## config.mk

```make
export PLATFORM = sky130hd
export DESIGN_NAME = shift_issue_stage_flat
export DESIGN_NICKNAME = d
export VERILOG_FILES = /design/src/rtl/shift_issue_stage_pkg.sv /design/src/rtl/shift_issue_stage_if.sv /design/src/rtl/shift_funct_decode.sv /design/src/rtl/shift_issue_stage.sv /design/src/flat_wrapper.sv
export SDC_FILE = /design/constraint.sdc
export NUM_CORES = 1
export LEC_CHECK = 0
export ABC_CLOCK_PERIOD_IN_PS = 3050
export CORE_ASPECT_RATIO = 1.75
export CORE_MARGIN = 10
export CORE_UTILIZATION = 43
export CTS_CLUSTER_DIAMETER = 80
export DETAILED_ROUTE_END_ITERATION = 7
export GPL_TIMING_DRIVEN = 0
export PLACE_DENSITY_LB_ADDON = 0.3
export SLEW_MARGIN = 20
export SYNTH_ARGS = -nofsm -noshare
export SYNTH_HDL_FRONTEND = slang
export SYNTH_HIERARCHICAL = 1
export SYNTH_SLANG_ARGS = --single-unit
```

## constraint.sdc

```tcl
create_clock -name clk -period 3.05 [get_ports clk]
set_clock_uncertainty 0.15 [all_clocks]
set_input_delay 0.305 -clock clk [delete_from_list [all_inputs] [get_ports clk]]
set_output_delay 0.305 -clock clk [all_outputs]
set_load 0.02 [all_outputs]
```

## src/rtl/shift_issue_stage_pkg.sv

```systemverilog
// Shared constants and types for the shift-unit issue stage.
package shift_issue_stage_pkg;
  localparam int DATA_W_DEF  = 32;
  localparam int REG_W_DEF   = 5;
  localparam int SHAMT_W_DEF = 5;
  localparam int STAGES      = 2;

  localparam logic [2:0] FN_SHLL  = 3'b000;
  localparam logic [2:0] FN_SHRL  = 3'b001;
  localparam logic [2:0] FN_SHRA  = 3'b010;
  localparam logic [2:0] FN_SHLLV = 3'b100;
  localparam logic [2:0] FN_SHRLV = 3'b101;
  localparam logic [2:0] FN_SHRAV = 3'b110;

  typedef struct packed {
    logic op1;
    logic op2;
  } sh_op_t;

  localparam sh_op_t OP_SHLL = '{op1: 1'b0, op2: 1'b0};
  localparam sh_op_t OP_SHRL = '{op1: 1'b1, op2: 1'b0};
  localparam sh_op_t OP_SHRA = '{op1: 1'b0, op2: 1'b1};
  // Both op bits set makes the external shifter return zero.
  localparam sh_op_t OP_ILL  = '{op1: 1'b1, op2: 1'b1};

  typedef struct packed {
    sh_op_t op;
    logic   use_rt;
    logic   err;
  } fdec_t;
endpackage

```

## src/rtl/shift_issue_stage_if.sv

```systemverilog
// Decode, shifter and writeback signals of the shift issue stage.
interface shift_issue_stage_if #(
  parameter int DATA_W  = 32,
  parameter int REG_W   = 5,
  parameter int SHAMT_W = 5
);
  logic               flush;
  logic               in_valid;
  logic               in_ready;
  logic [2:0]         in_funct;
  logic [DATA_W-1:0]  in_rs;
  logic [DATA_W-1:0]  in_rt;
  logic [SHAMT_W-1:0] in_shamt;
  logic [REG_W-1:0]   in_rd;
  logic [DATA_W-1:0]  sh_a;
  logic [DATA_W-1:0]  sh_amt;
  logic               sh_op1;
  logic               sh_op2;
  logic [DATA_W-1:0]  sh_res;
  logic               out_valid;
  logic               out_ready;
  logic [DATA_W-1:0]  out_res;
  logic [REG_W-1:0]   out_rd;
  logic               out_err;

  modport slave (
    input  flush, in_valid, in_funct, in_rs, in_rt, in_shamt, in_rd, sh_res, out_ready,
    output in_ready, sh_a, sh_amt, sh_op1, sh_op2, out_valid, out_res, out_rd, out_err
  );
  modport master (
    output flush, in_valid, in_funct, in_rs, in_rt, in_shamt, in_rd, sh_res, out_ready,
    input  in_ready, sh_a, sh_amt, sh_op1, sh_op2, out_valid, out_res, out_rd, out_err
  );
endinterface

```

## src/rtl/shift_funct_decode.sv

```systemverilog
// Combinational funct decode into shifter op pair, amount source and illegal flag.
module shift_funct_decode
  import shift_issue_stage_pkg::*;
(
  input  logic [2:0] funct,
  output fdec_t      dec
);
  always_comb begin
    dec.op = OP_ILL;
    case (funct)
      FN_SHLL, FN_SHLLV: dec.op = OP_SHLL;
      FN_SHRL, FN_SHRLV: dec.op = OP_SHRL;
      FN_SHRA, FN_SHRAV: dec.op = OP_SHRA;
      default:           dec.op = OP_ILL;
    endcase
    dec.err    = (dec.op == OP_ILL);
    dec.use_rt = funct[2] && !dec.err;
  end
endmodule

```

## src/rtl/shift_issue_stage.sv

```systemverilog
// Two-stage shift issue pipeline: S1 drives the external shifter, S2 holds the result for writeback.
module shift_issue_stage
  import shift_issue_stage_pkg::*;
#(
  parameter int DATA_W  = DATA_W_DEF,
  parameter int REG_W   = REG_W_DEF,
  parameter int SHAMT_W = SHAMT_W_DEF
) (
  input logic                clk,
  input logic                rst,
  shift_issue_stage_if.slave bus
);
  fdec_t              dec;
  logic               adv1, adv2, acc, mv12;
  logic [DATA_W-1:0]  shamt_ext;

  logic [STAGES:1]    vld_pipe_q, vld_pipe_d;
  logic [DATA_W-1:0]  a_q, a_d, amt_q, amt_d, res_q, res_d;
  sh_op_t             op_q, op_d;
  logic [REG_W-1:0]   rd1_q, rd1_d, rd2_q, rd2_d;
  logic               err1_q, err1_d, err2_q, err2_d;

  shift_funct_decode u_dec (.funct(bus.in_funct), .dec(dec));

  assign shamt_ext    = DATA_W'(bus.in_shamt);
  assign adv2         = !vld_pipe_q[2] || bus.out_ready;
  assign adv1         = !vld_pipe_q[1] || adv2;
  assign bus.in_ready = adv1 && !bus.flush;
  assign acc          = bus.in_valid && bus.in_ready;
  assign mv12         = vld_pipe_q[1] && adv2;

  always_comb begin
    a_d    = a_q;
    amt_d  = amt_q;
    op_d   = op_q;
    rd1_d  = rd1_q;
    err1_d = err1_q;
    res_d  = res_q;
    rd2_d  = rd2_q;
    err2_d = err2_q;
    if (acc) begin
      a_d    = bus.in_rs;
      amt_d  = dec.use_rt ? bus.in_rt : shamt_ext;
      op_d   = dec.op;
      rd1_d  = bus.in_rd;
      err1_d = dec.err;
    end
    if (mv12) begin
      res_d  = bus.sh_res;
      rd2_d  = rd1_q;
      err2_d = err1_q;
    end
    vld_pipe_d[1] = acc  || (vld_pipe_q[1] && !adv2);
    vld_pipe_d[2] = mv12 || (vld_pipe_q[2] && !bus.out_ready);
    // Flush only kills valids; data registers are allowed to go stale.
    if (bus.flush) vld_pipe_d = '0;
  end

  always_ff @(posedge clk) begin
    if (rst) begin
      vld_pipe_q <= '0;
      a_q        <= '0;
      amt_q      <= '0;
      op_q       <= '0;
      rd1_q      <= '0;
      err1_q     <= 1'b0;
      res_q      <= '0;
      rd2_q      <= '0;
      err2_q     <= 1'b0;
    end else begin
      vld_pipe_q <= vld_pipe_d;
      a_q        <= a_d;
      amt_q      <= amt_d;
      op_q       <= op_d;
      rd1_q      <= rd1_d;
      err1_q     <= err1_d;
      res_q      <= res_d;
      rd2_q      <= rd2_d;
      err2_q     <= err2_d;
    end
  end

  assign bus.sh_a      = a_q;
  assign bus.sh_amt    = amt_q;
  assign bus.sh_op1    = op_q.op1;
  assign bus.sh_op2    = op_q.op2;
  assign bus.out_valid = vld_pipe_q[2];
  assign bus.out_res   = res_q;
  assign bus.out_rd    = rd2_q;
  assign bus.out_err   = err2_q;
endmodule

```

## src/flat_wrapper.sv

```systemverilog
// flat-port wrapper written by rule: the top's interface ports become plain ports
module shift_issue_stage_flat import shift_issue_stage_pkg::*;
#(
  parameter int DATA_W  = DATA_W_DEF,
  parameter int REG_W   = REG_W_DEF,
  parameter int SHAMT_W = SHAMT_W_DEF
)
  (clk, rst, bus_flush, bus_in_valid, bus_in_funct, bus_in_rs, bus_in_rt, bus_in_shamt, bus_in_rd, bus_sh_res, bus_out_ready, bus_in_ready, bus_sh_a, bus_sh_amt, bus_sh_op1, bus_sh_op2, bus_out_valid, bus_out_res, bus_out_rd, bus_out_err);
  shift_issue_stage_if #(.DATA_W(DATA_W), .REG_W(REG_W), .SHAMT_W(SHAMT_W)) bus_i ();
  input logic clk;
  input logic rst;
  input wire logic [$bits(bus_i.flush)-1:0] bus_flush;
  input wire logic [$bits(bus_i.in_valid)-1:0] bus_in_valid;
  input wire logic [$bits(bus_i.in_funct)-1:0] bus_in_funct;
  input wire logic [$bits(bus_i.in_rs)-1:0] bus_in_rs;
  input wire logic [$bits(bus_i.in_rt)-1:0] bus_in_rt;
  input wire logic [$bits(bus_i.in_shamt)-1:0] bus_in_shamt;
  input wire logic [$bits(bus_i.in_rd)-1:0] bus_in_rd;
  input wire logic [$bits(bus_i.sh_res)-1:0] bus_sh_res;
  input wire logic [$bits(bus_i.out_ready)-1:0] bus_out_ready;
  output wire logic [$bits(bus_i.in_ready)-1:0] bus_in_ready;
  output wire logic [$bits(bus_i.sh_a)-1:0] bus_sh_a;
  output wire logic [$bits(bus_i.sh_amt)-1:0] bus_sh_amt;
  output wire logic [$bits(bus_i.sh_op1)-1:0] bus_sh_op1;
  output wire logic [$bits(bus_i.sh_op2)-1:0] bus_sh_op2;
  output wire logic [$bits(bus_i.out_valid)-1:0] bus_out_valid;
  output wire logic [$bits(bus_i.out_res)-1:0] bus_out_res;
  output wire logic [$bits(bus_i.out_rd)-1:0] bus_out_rd;
  output wire logic [$bits(bus_i.out_err)-1:0] bus_out_err;
  assign bus_i.flush = bus_flush;
  assign bus_i.in_valid = bus_in_valid;
  assign bus_i.in_funct = bus_in_funct;
  assign bus_i.in_rs = bus_in_rs;
  assign bus_i.in_rt = bus_in_rt;
  assign bus_i.in_shamt = bus_in_shamt;
  assign bus_i.in_rd = bus_in_rd;
  assign bus_i.sh_res = bus_sh_res;
  assign bus_i.out_ready = bus_out_ready;
  assign bus_in_ready = bus_i.in_ready;
  assign bus_sh_a = bus_i.sh_a;
  assign bus_sh_amt = bus_i.sh_amt;
  assign bus_sh_op1 = bus_i.sh_op1;
  assign bus_sh_op2 = bus_i.sh_op2;
  assign bus_out_valid = bus_i.out_valid;
  assign bus_out_res = bus_i.out_res;
  assign bus_out_rd = bus_i.out_rd;
  assign bus_out_err = bus_i.out_err;
  shift_issue_stage #(.DATA_W(DATA_W), .REG_W(REG_W), .SHAMT_W(SHAMT_W)) u_core (.clk(clk), .rst(rst), .bus(bus_i));
endmodule
```

* Word level (Yosys, flattened, before mapping)
Cells that the tools add are included. Widths: inputs -> output; s select.
Storage, ports and cells: register bits after elaboration 112, input port bits 114, output and inout bits 106
Cells by class: equality and inequality tests 6, mux-type cells 2, reductions and logical operators 21
Operator list (number):
- $mux 32 | 1
- $eq 3x3->1 const B | 3
- $reduce_or 2->1 | 4
- $logic_and 1x1->1 | 6
- $logic_not 1->1 | 6
- $pmux 2 s3 | 1
- $logic_or 1x1->1 | 4
- $eq 3x1->1 const B | 1
- $eq 3x2->1 const B | 1
- $logic_not 3->1 | 1
- $eq 2x2->1 const B | 1

* Longest topological paths before layout
Gate-level depths: netlist of run 1.
depth after elaboration 7, mapped depth 5, mapped depth without buffers 3

* By module
Netlist of run 1, hierarchy kept.
Modules (own cells, without submodules):
- shift_issue_stage | times used 1, cells an instance 517, area an instance 4383.0 um^2
- shift_funct_decode | times used 1, cells an instance 4, area an instance 21.3 um^2

* Least setup slack after synthesis of run 1
No wires, ideal clock.
kind reg2out, start point register u_core/vld_pipe_q[2] (netlist name), end point output bus_in_ready, arrival time 1.160 ns, required time 2.595 ns, path slack 1.435 ns, stages on the path, launching flop included 5, buffers on the path 2, path through dfxtp_1 > and3b_1 > buf_2 > buf_2 > nor2_1
On the way: longest elaborated chain between the ends 4
Ends and longest elaborated chain:
- start, declared | line shift_issue_stage.sv:17 | logic [STAGES:1] vld_pipe_q, vld_pipe_d;
- start signal, assigned | line shift_issue_stage.sv:71 | vld_pipe_q <= vld_pipe_d;
- $logic_not 1->1 | line shift_issue_stage.sv:26 | assign adv2 = !vld_pipe_q[2] || bus.out_ready;
- $logic_or 1x1->1 | line shift_issue_stage.sv:26
- $logic_or 1x1->1 | line shift_issue_stage.sv:27 | assign adv1 = !vld_pipe_q[1] || adv2;
- $logic_and 1x1->1 | line shift_issue_stage.sv:28 | assign bus.in_ready = adv1 && !bus.flush;
- end, declared | line flat_wrapper.sv:21 | output wire logic [$bits(bus_i.in_ready)-1:0] bus_in_ready;
No other way between the ends.

* Final worst setup path of run 1
start point input bus_out_ready, end point output bus_in_ready
On the way: longest elaborated chain between the ends 3
Ends and longest elaborated chain:
- start, declared | line flat_wrapper.sv:20 | input wire logic [$bits(bus_i.out_ready)-1:0] bus_out_ready;
- $logic_or 1x1->1 | line shift_issue_stage.sv:26
- $logic_or 1x1->1 | line shift_issue_stage.sv:27
- $logic_and 1x1->1 | line shift_issue_stage.sv:28
No other way between the ends.

==> impl_metrics.toml, run 1 <==
[timing]
slew-limit-headroom = 0.588
setup_violations = 0
setup_ws_ns = 0.516
fin_crit_sh = 0.831
fin_setup_tns_ns = 0
worst_pin_slew_ns = 0.618
post-route-min-period_ns = 2.53
final_max_slew_viol_count = 0
final-hold-violation-count = 0
max_freq_ghz = 0.395
grt_setup_unrepaired = "no"

[worst_setup_path]
setup.worst_path.class = "in2out"
cp-start-kind = "input port"
rrSetupSlack_ns = 1.54
crit_required_ns = 2.59
worstPathMaxFanout = 10
cp_data_arrival_time_ns = 2.08
rr_startpoint = "u_core/vld_pipe_q[1]"
reg2regPathDepth = 5
r2r_end = "u_core/bus.sh_amt[31]"
endpoint_kind = "output port"

[layout]
num-fill-cells = 833
antenna_cells = 0
seqCellArea_sq_mm = 0.00224
drive_gt1_frac = 0.0756
multi_input_area_sq_mm = 0.00184
layout.nets = 864
areaGrowthSynthToFinish_pct = 59.3

[global_routing]
grt_pass1_wl_microns = 25500
grt.total_usage = 0.216
antenna_found_initial = 0
grt_pass1_vias = 4893
grt.overflow.total = 0
grt_max_degree = 18

[power_and_ir_drop]
swShare = 0.247
power.leakage_uw = 0.00239
pwr-share-comb = 0.161
switching_power_uw = 774
irDropWorstVdd_mv = 0.401
finalPower_uw = 3130
pwr-share-seq = 0.491
power.density_mw_per_mm2 = 447
p_clk_frac = 0.347
p_int_uw = 2360

[clock_tree]
cts_tree = "done"
post_cts_resized = 0
cts.clk_slew.worst_paths_ns = 0.07
cts_htree_levels = 3
worstSkewPairLatency_ns = 0.34
clockBufferDepth = 2
cts_setup_buffers = 0
clock-sinks = 112
holdBufCountCts = 0
cts_buffers = 9
cts-root-buf = "clkbuf_16"

[floorplan]
rows = 48
core-area_sq_mm = 0.00997
pin_count = 220
dieArea_sq_mm = 0.0149
start_util = 0.442
chipHeight_microns = 154
die_w_microns = 96.5

[logic_synthesis]
synth_area_leaders = "dfxtp_1, a21oi_1, o21ai_0"
synth_nets = 635
seq_area_frac_synth = 0.509
syn_inst = 521
syn_area_sq_mm = 0.00440
yosysTopAreaCell = "dfxtp_1"
synth_warnings = 6
post_synth.cell_area_avg_sq_um = 8.45
yosysUniqueCellTypes = 27
synth_top_area_share = 0.509
synth_seq_cells = 112

[run]
cap_violations = 0

[drt]
finalWirelength_microns = 16900
drcViolationCount = 0
wl_per_cell_microns = 19.2
viasPerCell = 5.55
drt_iter0_drc = 224
dr_total_vias = 4876
antenna_left = 0
drt_first_pass_iters = 5

[placement]
place_ws_ns = 0.516
globalplace.congestion = 0.863
port_buffers = 218
dp_hpwl_microns = 13300

[min_path]
holdCritStartpoint = "rst"
hold_path_depth = 2
hold_path.class = "in2reg"
min_to = "u_core/bus.out_rd[0]"

[status]
outcome = "complete, no violations"
==> registers in the layout, summed over array words and instances, names as in the netlist <==
signal,count
u_core/err1_q,1
u_core/bus.sh_op2,1
u_core/bus.out_err,1
u_core/rd1_q,5
u_core/bus.sh_a,32
u_core/bus.sh_op1,1
u_core/bus.sh_amt,32
u_core/bus.out_res,32
u_core/vld_pipe_q,2
u_core/bus.out_rd,5
==> kinds of logic (layout without fill, tap and decap cells) <==
logic type | Yosys count | in the layout | share of synthesized area
flip-flops | 112 | 112 | 0.509
AO/OA/AOI/OAI | 222 | 222 | 0.262
multiplexers | 5 | 5 | 0.0114
buffers and inverters | 66 | 299 | 0.0736
AND/OR/NAND/NOR | 116 | 116 | 0.144
==> per-stage QoR <==
| step | utilization | std cells | hold WS (ns) | area (sq um) |
|---|---|---|---|---|
| floorplan | - | 521 | 0.228 | 4400 |
| global placement | 0.676 | 864 | 0.303 | 6740 |
| detailed placement | 0.676 | 864 | 0.313 | 6740 |
| CTS | 0.704 | 879 | 0.234 | 7020 |
| global route | 0.704 | 879 | 0.301 | 7020 |
| finish | 0.704 | 879 | 0.252 | 7020 |
==> worst max-delay path by stage <==
| stage | from | endpoint | slack [ns] | cells past startpoint |
|---|---|---|---|---|
| 6_report | bus_out_ready | bus_in_ready | 0.52 | 6 |
| 5_1_grt | bus_out_ready | bus_in_ready | 0.40 | 6 |
| 4_1_cts | bus_out_ready | bus_in_ready | 0.50 | 6 |
| 3_5_place_dp | bus_out_ready | bus_in_ready | 0.52 | 6 |
| 3_3_place_gp | bus_out_ready | bus_in_ready | 0.51 | 6 |
| 2_1_floorplan | u_core/vld_pipe_q[2] | bus_in_ready | 1.44 | 4 |
==> power groups by stage <==
stage                     clock (uW)  sequential [uW]  combinational [uW]
final                           1090             1540                 506
after CTS                       1110             1540                 508
after floorplan                    0             1630                 146
after detailed placement           0             1570                 505
after global placement             0             1570                 494
after global routing            1160             1550                 542
==> cells in the mapped netlist <==
master    count
clkbuf_1     28
inv_1         1
dfxtp_1     112
buf_1         1
nand3_1      78
buf_6         1
clkbuf_2      1
a211oi_2      5
nor2_1        2
nor3_1        1
o21ai_0      94
nor2_4        1
a21boi_1      1
and2b_1       1
and2_1        1
nand2b_2      1
and3b_1       1
buf_4        10
a211oi_1      1
nand4_1      27
o21ai_1      11
mux2i_1       5
nand2b_1      1
a21oi_1     110
nor2b_1       1
nand3b_1      1
buf_2        24
==> area by class of cell <==
type	count	share of cell area
inverter	1	0.000535
multi-input combinational	343	0.262
buffer	65	0.0457
clock buffer	11	0.0346
tap	125	0.0223
timing repair buffer	218	0.311
clock inverter	4	0.00428
sequential	112	0.320
==> layout by cell type (no fill, tap or decap), drive strengths merged, types with 2 or more instances in the layout <==
cell type / netlist / final
o21ai: 105 / 105
nand4: 27 / 27
nand2b: 2 / 2
mux2i: 5 / 5
inv: 1 / 2
clkdlybuf4s50: 0 / 218
clkbuf: 29 / 40
nand3: 78 / 78
a21oi: 110 / 110
clkinv: 0 / 2
a211oi: 6 / 6
buf: 36 / 36
nor2: 3 / 3
dfxtp: 112 / 112
==> worst max-delay path, stage by stage <==
cell,delay (ns)
clkdlybuf4s50_1,0.50
and3b_1,0.18
buf_2,0.17
buf_2,0.19
nor2_1,0.09
clkdlybuf4s50_1,0.64
==> routing by layer <==
metal / routed length [microns] / share of wire / GRT usage / vias up
met5: 0 / 0 / 0 / -
met4: 512 / 0.030 / 0.0855 / 0
met3: 1460 / 0.087 / 0.0697 / 29
met2: 9010 / 0.53 / 0.393 / 205
met1: 5880 / 0.35 / 0.214 / 2300
li1: - / - / - / 2342
Note: power is estimated with default switching activity, not from simulation.
==> run 2, diff against run 1 <==
--- a/config.mk
+++ b/config.mk
@@ -5,10 +5,10 @@
 export SDC_FILE = /design/constraint.sdc
 export NUM_CORES = 1
 export LEC_CHECK = 0
-export ABC_CLOCK_PERIOD_IN_PS = 3050
+export ABC_CLOCK_PERIOD_IN_PS = 2000
 export CORE_ASPECT_RATIO = 1.75
 export CORE_MARGIN = 10
-export CORE_UTILIZATION = 43
+export CORE_UTILIZATION = 36
 export CTS_CLUSTER_DIAMETER = 80
 export DETAILED_ROUTE_END_ITERATION = 7
 export GPL_TIMING_DRIVEN = 0
==> constraint.sdc (replaced) <==
create_clock -name clk -period 2 [get_ports clk]
set_clock_uncertainty 0.15 [all_clocks]
set_input_delay 0.2 -clock clk [delete_from_list [all_inputs] [get_ports clk]]
set_output_delay 0.2 -clock clk [all_outputs]
set_load 0.02 [all_outputs]
==> run 2 against run 1 <==
Sequential share of layout area decreased by 0.24 points; final area increased by 0.75%; sequential power increased by 53%; register-to-register slack got worse by 1.1 ns; flip-flop and latch count unchanged; via count decreased by 1.7%; clock power increased by 55%; power increased by 53%; global-route usage decreased by 2.5 points; critical endpoint unchanged; largest cell class unchanged; largest power group unchanged; highest routed layer unchanged.
==> impl_metrics.toml, run 2 (synthesis results as in run 1) <==
[status]
outcome = "complete, no violations"

[worst_setup_path]
rr_startpoint = "u_core/vld_pipe_q[1]"
path_depth = 5
cp-start-kind = "input port"
cpLargestDelayFamily = "buffers and inverters"
startpoint = "bus_out_ready"
crit_path_cell_trace = "clkdlybuf4s50_1 > and3b_1 > buf_6 > nor2_1 > dlygate4sd2_1"
setup.worst_path.class = "in2out"
path_buf_inv = 3
endpoint_kind = "output port"
worstPathMaxFanout = 16
cp_slowest_cell = "clkdlybuf4s50_1"
cp_data_arrival_time_ns = 1.52
reg2regPathDepth = 4
critical_path.max_stage_delay_ns = 0.50
crit_required_ns = 1.65

[layout]
mostFrequentLayoutCells = "clkdlybuf4s50_1, dfxtp_1, a21oi_1"
num-fill-cells = 1114
areaGrowthSynthToFinish_pct = 60.5
seqCellArea_sq_mm = 0.00224
stdcell_area_sq_mm = 0.00707
antenna_cells = 0
instances_no_fill = 919
drive_gt1_frac = 0.0769
final_common_cell = "clkdlybuf4s50_1"
fin_util = 0.589
multi_input_area_sq_mm = 0.00184
layout.nets = 863

[drt]
finalWirelength_microns = 17000
dr_total_vias = 4795
wl_per_cell_microns = 18.5
viasPerCell = 5.22
drcViolationCount = 0
drt_first_pass_iters = 4
antenna_left = 0
drt_iter0_drc = 216

[floorplan]
start_util = 0.367
rows = 53
chipHeight_microns = 166
die_w_microns = 104
dieArea_sq_mm = 0.0172
pin_count = 220
core-area_sq_mm = 0.0120

[timing]
max_freq_ghz = 0.535
grt_setup_unrepaired = "no"
final-hold-violation-count = 0
fin_crit_sh = 0.935
slew-limit-headroom = 0.590
worst_pin_slew_ns = 0.615
final_max_slew_viol_count = 0
post-route-min-period_ns = 1.87
fin_setup_tns_ns = 0
setup_violations = 0

[clock_tree]
holdBufCountCts = 0
cts_setup_buffers = 0
cts.clk_slew.worst_paths_ns = 0.07
clock-sinks = 112
cts_tree = "done"
clockBufferDepth = 2
post_cts_resized = 2
worstSkewPairLatency_ns = 0.34
cts_htree_levels = 3
cts-root-buf = "clkbuf_16"
cts_buffers = 9

[global_routing]
grt_pass1_vias = 5050
grt_max_degree = 20
antenna_found_initial = 0
grt.overflow.total = 0
grt_pass1_wl_microns = 26800
grt.total_usage = 0.191

[placement]
dp.cells = 904
dp_hpwl_microns = 13400
port_buffers = 218
placed_area_sq_mm = 0.00679
globalplace.congestion = 0.819

[min_path]
holdCritStartpoint = "rst"
hold_path_depth = 2
hold_path.class = "in2reg"

[run]
cap_violations = 0

[power_and_ir_drop]
finalPower_uw = 4810
power.density_mw_per_mm2 = 680
irDropWorstVdd_mv = 0.383
power.leakage_uw = 0.00239
==> run 2: per-layer routing <==
metal / wire (microns) / GRT usage / up-vias
li1: - / - / 2335
met5: 0 / 0 / -
met4: 744 / 0.104 / 0
met1: 6080 / 0.184 / 2234
met2: 8890 / 0.344 / 186
met3: 1250 / 0.0688 / 40
==> run 2: stage by stage <==
step                      hold slack, ns  worst slack (ns)
after floorplan                    0.123             0.490
after global routing               0.141            0.0286
after global placement             0.297            -0.345
after CTS                         0.0857            0.0889
final                              0.105             0.131
after detailed placement           0.305            -0.322
==> run 2: final timing paths <==
check	end	slack, ns
setup / recovery	bus_in_ready	0.13
hold / removal	u_core/bus.out_rd[0]	0.10
setup reg to reg	u_core/bus.out_res[21]	0.47
hold reg to reg	u_core/bus.out_rd[0]	0.31
==> run 2: final cells by class <==
type	count	share of cell area
sequential	112	0.317
buffer	64	0.0455
multi-input combinational	343	0.260
clock inverter	7	0.00708
inverter	1	0.000531
clock buffer	9	0.0319
tap	165	0.0292
timing repair buffer	218	0.309
==> run 2: worst reg2reg max path: stages (launching register included) <==
cell and delay [ns]:
dfxtp_1 0.40, buf_4 0.21, clkbuf_1 0.40, nand3_1 0.14, a21oi_1 0.16
==> run 2: where the power goes <==
| group | leakage, uW | switching (uW) | internal (uW) |
|---|---|---|---|
| logic | 0.00134 | 362 | 409 |
| clock network | 0.000141 | 832 | 857 |
| registers | 0.000912 | 37.8 | 2310 |
